## config.mk

```make
export PLATFORM = sky130hd
export DESIGN_NAME = pipe_hazard_ctrl
export DESIGN_NICKNAME = d
export VERILOG_FILES = /design/src/rtl/pipe_hazard_ctrl_pkg.sv /design/src/rtl/pipe_hazard_ctrl_load_use_detect.sv /design/src/rtl/pipe_hazard_ctrl.sv
export SDC_FILE = /design/constraint.sdc
export NUM_CORES = 1
export LEC_CHECK = 0
export ABC_AREA = 1
export BUFFER_PORTS_ARGS = -buffer_cell sky130_fd_sc_hd__buf_2
export CORE_AREA = 3 3 40 42
export CTS_CLUSTER_DIAMETER = 50
export DETAILED_ROUTE_END_ITERATION = 10
export DIE_AREA = 0 0 43 45
export PLACE_DENSITY_LB_ADDON = 0.12
export RECOVER_POWER = 100
export SETUP_SLACK_MARGIN = 0.05
export SLEW_MARGIN = 20
export SYNTH_ARGS = -nofsm -noshare
export SYNTH_HDL_FRONTEND = slang
export SYNTH_SLANG_ARGS = --single-unit
export TNS_END_PERCENT = 100
```

## constraint.sdc

```tcl
create_clock -name clk -period 2.1 [get_ports clk]
set_input_delay 0.21 -clock clk [delete_from_list [all_inputs] [get_ports clk]]
set_output_delay 0.21 -clock clk [all_outputs]
set_load 0.005 [all_outputs]
```

## src/rtl/pipe_hazard_ctrl_pkg.sv

```systemverilog
// Shared types and constants for the pipeline hazard sequencer.
package pipe_hazard_ctrl_pkg;

    localparam int unsigned REG_W = 3;

    typedef enum logic [1:0] {
        ST_RUN    = 2'd0,
        ST_JFLUSH = 2'd1,
        ST_MWAIT  = 2'd2
    } hz_state_e;

endpackage

```

## src/rtl/pipe_hazard_ctrl_load_use_detect.sv

```systemverilog
// Load-use comparator: flags an ID instruction that reads the register a load in EX writes.
module load_use_detect
    import pipe_hazard_ctrl_pkg::*;
(
    input  logic [REG_W-1:0] id_rs1,
    input  logic [REG_W-1:0] id_rs2,
    input  logic             id_use_rs1,
    input  logic             id_use_rs2,
    input  logic             ex_memRead,
    input  logic [REG_W-1:0] ex_targetReg,
    output logic             luse_hit
);

    always_comb begin
        luse_hit = ex_memRead &
                   ((id_use_rs1 & (id_rs1 == ex_targetReg)) |
                    (id_use_rs2 & (id_rs2 == ex_targetReg)));
    end

endmodule

```

## src/rtl/pipe_hazard_ctrl.sv

```systemverilog
// Stall/flush sequencer for the 5-stage pipeline: memory wait > jump > load-use.
// Optional perf counters when PIPE_HAZARD_PERF_EN is defined.
module pipe_hazard_ctrl
    import pipe_hazard_ctrl_pkg::*;
#(
    parameter int unsigned FLUSH_CYCLES = 2,
    parameter int unsigned MEM_TIMEOUT  = 15
)(
    input  logic             clk,
    input  logic             rst,
    input  logic [REG_W-1:0] id_rs1,
    input  logic [REG_W-1:0] id_rs2,
    input  logic             id_use_rs1,
    input  logic             id_use_rs2,
    input  logic             ex_memRead,
    input  logic [REG_W-1:0] ex_targetReg,
    input  logic             jump_taken,
    input  logic             mem_req,
    input  logic             mem_ready,
    output logic             pc_hold,
    output logic             ifid_hold,
    output logic             ifid_clear,
    output logic             idex_clear,
    output logic             exmem_hold,
    output logic             memwb_clear,
    output logic             mem_timeout,
    output logic [1:0]       state_o
`ifdef PIPE_HAZARD_PERF_EN
    ,
    output logic [15:0]      stall_cnt_o,
    output logic [15:0]      flush_cnt_o
`endif
);

    localparam int unsigned    FCW       = (FLUSH_CYCLES > 1) ? $clog2(FLUSH_CYCLES) : 1;
    localparam logic [FCW-1:0] FC_LAST   = FCW'(FLUSH_CYCLES - 1);
    localparam logic [3:0]     WAIT_LAST = 4'(MEM_TIMEOUT);

    hz_state_e      state_q, state_d;
    logic [FCW-1:0] fcnt_q, fcnt_d;
    logic [3:0]     wcnt_q, wcnt_d;
    logic           timeout_set;
    logic           luse_hit;
    logic           mem_wait;
    logic           wait_expired;

    load_use_detect u_luse (
        .id_rs1       (id_rs1),
        .id_rs2       (id_rs2),
        .id_use_rs1   (id_use_rs1),
        .id_use_rs2   (id_use_rs2),
        .ex_memRead   (ex_memRead),
        .ex_targetReg (ex_targetReg),
        .luse_hit     (luse_hit)
    );

    assign mem_wait     = mem_req & ~mem_ready;
    assign wait_expired = (wcnt_q == WAIT_LAST);
    assign state_o      = state_q;

    always_ff @(posedge clk or posedge rst) begin
        if (rst) begin
            state_q     <= ST_RUN;
            fcnt_q      <= '0;
            wcnt_q      <= '0;
            mem_timeout <= 1'b0;
        end else begin
            state_q <= state_d;
            fcnt_q  <= fcnt_d;
            wcnt_q  <= wcnt_d;
            if (timeout_set)
                mem_timeout <= 1'b1;
        end
    end

    always_comb begin
        state_d     = state_q;
        fcnt_d      = fcnt_q;
        wcnt_d      = wcnt_q;
        timeout_set = 1'b0;
        case (state_q)
            ST_RUN: begin
                if (mem_wait) begin
                    state_d = ST_MWAIT;
                    wcnt_d  = 4'd1;
                end else if (jump_taken && (FLUSH_CYCLES > 1)) begin
                    state_d = ST_JFLUSH;
                    fcnt_d  = FCW'(1);
                end
            end
            ST_JFLUSH: begin
                if (mem_wait) begin
                    state_d = ST_MWAIT;
                    wcnt_d  = 4'd1;
                end else if (fcnt_q == FC_LAST) begin
                    state_d = ST_RUN;
                end else begin
                    fcnt_d = fcnt_q + 1'b1;
                end
            end
            ST_MWAIT: begin
                if (!mem_wait) begin
                    state_d = ST_RUN;
                end else if (wait_expired) begin
                    state_d     = ST_RUN;
                    timeout_set = 1'b1;
                end else begin
                    wcnt_d = wcnt_q + 4'd1;
                end
            end
            default: state_d = ST_RUN;
        endcase
    end

    // The release cycle of MWAIT drives nothing; a pending jump is taken up once back in RUN.
    always_comb begin
        pc_hold     = 1'b0;
        ifid_hold   = 1'b0;
        ifid_clear  = 1'b0;
        idex_clear  = 1'b0;
        exmem_hold  = 1'b0;
        memwb_clear = 1'b0;
        if (rst) begin
            ifid_clear  = 1'b1;
            idex_clear  = 1'b1;
            memwb_clear = 1'b1;
        end else begin
            case (state_q)
                ST_RUN: begin
                    if (mem_wait) begin
                        pc_hold     = 1'b1;
                        ifid_hold   = 1'b1;
                        exmem_hold  = 1'b1;
                        memwb_clear = 1'b1;
                    end else if (jump_taken) begin
                        ifid_clear = 1'b1;
                        idex_clear = 1'b1;
                    end else if (luse_hit) begin
                        pc_hold    = 1'b1;
                        ifid_hold  = 1'b1;
                        idex_clear = 1'b1;
                    end
                end
                ST_JFLUSH: begin
                    if (mem_wait) begin
                        pc_hold     = 1'b1;
                        ifid_hold   = 1'b1;
                        exmem_hold  = 1'b1;
                        memwb_clear = 1'b1;
                    end else begin
                        ifid_clear = 1'b1;
                        idex_clear = 1'b1;
                    end
                end
                ST_MWAIT: begin
                    if (mem_wait && !wait_expired) begin
                        pc_hold     = 1'b1;
                        ifid_hold   = 1'b1;
                        exmem_hold  = 1'b1;
                        memwb_clear = 1'b1;
                    end
                end
                default: ;
            endcase
        end
    end

`ifdef PIPE_HAZARD_PERF_EN
    always_ff @(posedge clk or posedge rst) begin
        if (rst) begin
            stall_cnt_o <= '0;
            flush_cnt_o <= '0;
        end else begin
            if (pc_hold && (stall_cnt_o != '1))
                stall_cnt_o <= stall_cnt_o + 16'd1;
            if (ifid_clear && (flush_cnt_o != '1))
                flush_cnt_o <= flush_cnt_o + 16'd1;
        end
    end
`endif

endmodule

```

# Word-level counts from Yosys, hierarchy flattened
# Cells that the tools add are included.
dict set report totals {
  reg_bits 8
  elab_cells 73
  output_inout_bits 9
  inputBits 17
}
dict set report op_classes {
  bitwise_logic 6
  eq_ne 14
  n_reduce_logical 9
  mux 38
  addsub 2
}
# operator count
set op_table {}
lappend op_table {{1-bit 2-to-1 mux} 22}
lappend op_table {{2-bit 2-to-1 mux} 6}
lappend op_table {{4-bit 2-to-1 mux} 3}
lappend op_table {{2-bit inequality test, second input constant} 5}
lappend op_table {{3-bit inequality test, second input constant} 3}
lappend op_table {{1-bit one-hot mux with 2 select lines} 4}
lappend op_table {{4-bit one-hot mux with 2 select lines} 1}
lappend op_table {{4-bit AND reduction} 2}
lappend op_table {{3-bit == test} 2}
lappend op_table {{2-bit one-hot mux with 3 select lines} 1}
lappend op_table {{4-bit by 1-bit adder with 4-bit output, second input constant} 1}
lappend op_table {{1-bit AND} 4}
lappend op_table {{4-bit == test, second input constant} 1}
lappend op_table {{2-bit nonzero test} 2}
lappend op_table {{1-bit one-hot mux with 3 select lines} 1}
lappend op_table {{3-bit AND reduction} 1}
lappend op_table {{2-bit by 1-bit == test with 1-bit output, second input constant} 1}
lappend op_table {{2-bit == test, second input constant} 1}
lappend op_table {{2-bit zero test} 1}
lappend op_table {{2-bit by 1-bit inequality test with 1-bit output, second input constant} 1}
lappend op_table {{2-bit OR reduction} 1}
lappend op_table {{1-bit adder, second input constant} 1}
lappend op_table {{1-bit logical AND} 1}
lappend op_table {{1-bit zero test} 1}
lappend op_table {{other kinds (2)} 2}

# Longest topological paths before layout
dict set report depth {
  ltp_word 9
  mapped_depth 9
  ltp_nobuf 8
}

# Hierarchy
# From an unflattened synthesis, not the netlist that was laid out.
dict set report hier_totals {
  cells_unflattened 102
  area_unflattened_um2 638.1
}
# module cells_per_inst seq_area_each_um2 n_inst area_each_um2
set modules_own_cells {}
lappend modules_own_cells {pipe_hazard_ctrl 67 200.2 1 501.7}
lappend modules_own_cells {load_use_detect 35 0.0 1 136.4}

# Worst setup path before layout
# OpenSTA, ideal clock, no wires.
dict set report synth_path {
  kind {flip-flop to output port}
  start {register wcnt_q[0]}
  end {output port pc_hold}
  path_stages_with_launch 8
  path_buffers 1
  t_arrival_ns 1.216
  path_slack_ns 0.674
  t_required_ns 1.890
  cell_sequence {dfrtp_1 -> ha_1 -> nand3_2 -> nand3_4 -> nand2_4 -> inv_2 -> a21oi_2 -> buf_4}
}
dict set report synth_between {
  elab_chain_cells 6
}
# element line
set synth_rtl {}
lappend synth_rtl {{start: declaration} pipe_hazard_ctrl.sv:41} ;# logic [3:0] wcnt_q, wcnt_d;
lappend synth_rtl {{start signal: assignment} pipe_hazard_ctrl.sv:70} ;# wcnt_q <= wcnt_d;
lappend synth_rtl {{4-bit == test} pipe_hazard_ctrl.sv:58} ;# assign wait_expired = (wcnt_q == WAIT_LAST);
lappend synth_rtl {{1-bit zero test} pipe_hazard_ctrl.sv:156} ;# if (mem_wait && !wait_expired) begin
lappend synth_rtl {{1-bit logical AND} pipe_hazard_ctrl.sv:156}
lappend synth_rtl {{1-bit 2-to-1 mux} -}
lappend synth_rtl {{1-bit one-hot mux with 3 select lines} -}
lappend synth_rtl {{1-bit 2-to-1 mux} -}
lappend synth_rtl {{end: declaration} pipe_hazard_ctrl.sv:20} ;# output logic pc_hold,
# Every way passes these cells.

# Worst setup path after layout
dict set report layout_path {
  start {register wcnt_q[0]}
  end {output port pc_hold}
}
dict set report layout_between {
  elab_chain_cells 6
}
# element line
set layout_rtl {}
lappend layout_rtl {{4-bit == test} pipe_hazard_ctrl.sv:58}
lappend layout_rtl {{1-bit zero test} pipe_hazard_ctrl.sv:156}
lappend layout_rtl {{1-bit logical AND} pipe_hazard_ctrl.sv:156}
lappend layout_rtl {{1-bit 2-to-1 mux} pipe_hazard_ctrl.sv:156}
lappend layout_rtl {{1-bit one-hot mux with 3 select lines} pipe_hazard_ctrl.sv:128} ;# case (state_q)
lappend layout_rtl {{1-bit 2-to-1 mux} pipe_hazard_ctrl.sv:123} ;# if (rst) begin
# Every way passes these cells.

==> impl.org <==
** Drt
- DRT antenna net count :: 0
- After detailed routing, the number of remaining DRC violations is 0.
- After detailed routing, the number of vias per cell comes to around 4.7.
- For this block, the routed nets add up to 1.20 mm of wire.
- Vias :: 591
- After detailed routing, the average wire length per cell comes to 9.44 um.
- The first routing iteration left 9 violations.
- Before antenna repair, the detailed router went through 4 iterations.

** Floorplan
- The initial utilization of the core area, before any placement, comes to 0.452.
- Cell row count :: 13
- Pin placement for this block handled 26 I/O pins.
- Die Wd :: 43 um
- Core area :: between 1000 and 1500 um2
- Vertical extent of the die :: 45 um
- Overall die area :: 1940 um2

** Worst setup path
- STA classifies the critical path startpoint as a register.
- Critical path endpoint category :: output pin
- Endpoint of the worst-slack reg-to-reg timing path :: wcnt_q[3]$_DFFE_PP0P_
- Origin of the critical flop-to-flop path :: wcnt_q[0]$_DFFE_PP0P_
- Data arrival time of the critical path :: 1.63 ns
- Worst reg2reg setup slack :: ~0.73 ns
- Number of cells on the worst reg-to-reg path :: 6
- Startpoint of the most critical setup path :: wcnt_q[0]$_DFFE_PP0P_
- STA puts the critical path data required time at ~1.9 ns.
- Setup CP Type :: register to output pin
- Timing endpoint of the critical path :: pc_hold
- Of all nets on the critical path, the largest fanout is 4.

** Placement
- Post-detail-place hpwl :: 991 um
- The congestion estimate from routability-driven global placement came to 0.822.
- Port buffering added 25 buffers.

** Cells and area
- The net count of the finished layout is 132.
- 0 antenna diodes ended up in the layout.
- Filler Cells Inserted :: roughly 140
- Relative to the synthesized area, the layout overhead comes to 25.4%.
- Layout Utilization :: 0.567
- Fraction of final layout cells with drive strength greater than 1 :: 0.268

** Power and ir drop
- Worst vdd ir :: 0.335 mV
- P per Cell Area :: 549 nW/um2
- LEAKAGE :: 0.000403 uW
- Total power for the finished layout comes to 400 uW.

** Global routing
- Entering global routing, the biggest net connects 12 pins.
- The first global-routing pass estimated 2.00 mm of wire.
- After global routing the overflow that remains totals 0.
- In the global route stage, overall resource usage came out at 0.137.
- Via count of the first global-routing pass :: 532
- The number of antenna violations at the first check in global routing was 0.

** Clocking
- Number of buffers inserted during clock tree synthesis :: 3
- In this run the number of H-tree levels came out at 1.
- Counting along the longest clock path gives a buffer depth of 2.
- Clock slew seen by the registers of the worst setup and hold paths :: 0.05 ns
- Post-CTS repair changed the size of 0 cells.
- Clock latency on the worst-skew pair, taken at its later pin, is around 0.25 ns.
- Clock tree synthesis selected as its root buffer the cell sky130_fd_sc_hd__clkbuf_4.
- Counting every sink on the clock net gives 8.
- Clock tree from TritonCTS :: done

** Timing
- Time the final worst path needs with I/O delays and setup :: 1.84 ns
- Setup violations remaining at the end of the flow were counted as 0.
- Slew headroom :: 0.748
- Final cycle utilization of the critical path :: 0.875
- Sum of negative setup slack :: 0 ns
- The max-slew violation total from the final report came to 0.
- Final setup skew :: around 0.00096 ns
- The hold violation count in the final report came to 0.
- Derived from the worst setup path, the maximum achievable clock frequency is 544 MHz.
- Setup repair after global routing left no endpoint under its margin.
- Worst-margin pin slew :: 0.378 ns

** Yosys
- The synthesized netlist occupies a cell area of 581 um2.
- Cell count after synthesis :: 84
- Count of synthesis-stage warnings from yosys :: 0
- Net count after synthesis :: 102
- Post-synthesis sequential element count :: 8
- Share of synthesized area occupied by flip-flops and latches :: 0.345
- Mean post-synth cell area :: approximately 6.9 um2
- Number of library cell types mapped by synthesis :: 21

** Run status
- Status :: finished, final reports clean

** Hold path
- The startpoint identified for the worst hold timing path is jump_taken.
- The path class of the tightest hold or removal check is primary input to register.

** Job
- Max-cap violations in this run came to 0.
==> layout by cell type (no fill, tap or decap), types with 3 or more instances in the layout <==
master / netlist / routed
sky130_fd_sc_hd__clkbuf_1: 0 / 5
sky130_fd_sc_hd__buf_2: 0 / 20
sky130_fd_sc_hd__clkbuf_4: 0 / 3
sky130_fd_sc_hd__dfrtp_1: 8 / 8
sky130_fd_sc_hd__inv_2: 3 / 3
sky130_fd_sc_hd__inv_1: 11 / 11
sky130_fd_sc_hd__nand2_1: 28 / 29
sky130_fd_sc_hd__nand3_1: 6 / 7
sky130_fd_sc_hd__nor2_1: 9 / 10
==> routing by layer <==
| layer | global-route usage | vias up | share of wire |
|---|---|---|---|
| li1 | - | 314 | - |
| met3 | 0.0199 | 2 | 0.076 |
| met1 | 0.162 | 257 | 0.41 |
| met4 | 0.0904 | 0 | 0.012 |
| met2 | 0.234 | 18 | 0.50 |
| met5 | 0 | - | 0 |
==> stage by stage <==
step	instance area [um2]	std cells	hold WS (ns)	setup slack, ns
final	728	127	0.243	0.263
after global routing	728	127	0.284	0.138
after CTS	749	127	0.226	0.365
after detailed placement	717	123	0.233	0.636
after global placement	717	123	0.225	0.677
after floorplan	581	84	0.0504	0.674
==> repair_timing <==
action	in CTS	in global routing
hold endpoints to repair	8	0
hold buffers	1	0
setup buffers	0	0
==> layout make-up <==
type	instances	area [um2]	share of cell area
Clock buffer	3	22.5	0.0309
Inverter	14	52.6	0.0722
Multi-Input combinational cell	61	305	0.419
Sequential cell	8	200	0.275
Tap cell	15	18.8	0.0258
Timing Repair Buffer	26	129	0.177
==> cell usage after synthesis, drive strengths merged <==
library cell | instances | area (um2)
o21ai | 3 | 15.0
nor2 | 12 | 62.6
buf | 1 | 7.51
xor2 | 2 | 17.5
inv | 14 | 52.6
nand3 | 8 | 57.6
dfrtp | 8 | 200
o21bai | 1 | 7.51
nor3 | 1 | 5.00
nand2 | 29 | 116
ha | 1 | 12.5
nand3b | 1 | 7.51
a21oi | 3 | 18.8
==> cells by family (layout without fill, tap and decap cells) <==
| kind of cell | Yosys count | in the layout | synth area share |
|---|---|---|---|
| AND/OR/NAND/NOR | 51 | 51 | 0.429 |
| XOR/XNOR | 2 | 2 | 0.0302 |
| adder cells (fa/ha/maj) | 1 | 1 | 0.0215 |
| flip-flops | 8 | 8 | 0.345 |
| AO/OA/AOI/OAI | 7 | 7 | 0.0711 |
| buffers and inverters | 15 | 43 | 0.103 |
==> worst max-delay path: stages (launching register included) <==
cell and delay, ns:
sky130_fd_sc_hd__dfrtp_1 0.40, sky130_fd_sc_hd__ha_1 0.24, sky130_fd_sc_hd__nand3_1 0.16, sky130_fd_sc_hd__nand3_4 0.10, sky130_fd_sc_hd__nand2_1 0.14, sky130_fd_sc_hd__inv_2 0.07, sky130_fd_sc_hd__a21oi_2 0.14, sky130_fd_sc_hd__buf_2 0.12
==> flip-flops by register name, summed over array words and instances, names as in the netlist <==
name,count
wcnt_q,4
fcnt_q,1
state_o,2
mem_timeout,1
==> power breakdown <==
part	switching [uW]	internal, uW
Sequential	14.3	168
Combinational	57.0	44.8
Clock	50.4	65.3
==> worst min-delay path by stage <==
| stage | endpoint | depth (start not counted) |
|---|---|---|
| after floorplan | fcnt_q$_DFFE_PP0P_ | 1 |
| after global placement | state_o[1]$_DFFE_PP0P_ | 2 |
| after detailed placement | state_o[1]$_DFFE_PP0P_ | 2 |
| after CTS | fcnt_q$_DFFE_PP0P_ | 3 |
| after global routing | state_o[0]$_DFFE_PP0P_ | 3 |
| final | state_o[0]$_DFFE_PP0P_ | 3 |
No activity file was read; power rests on OpenSTA's default activity.
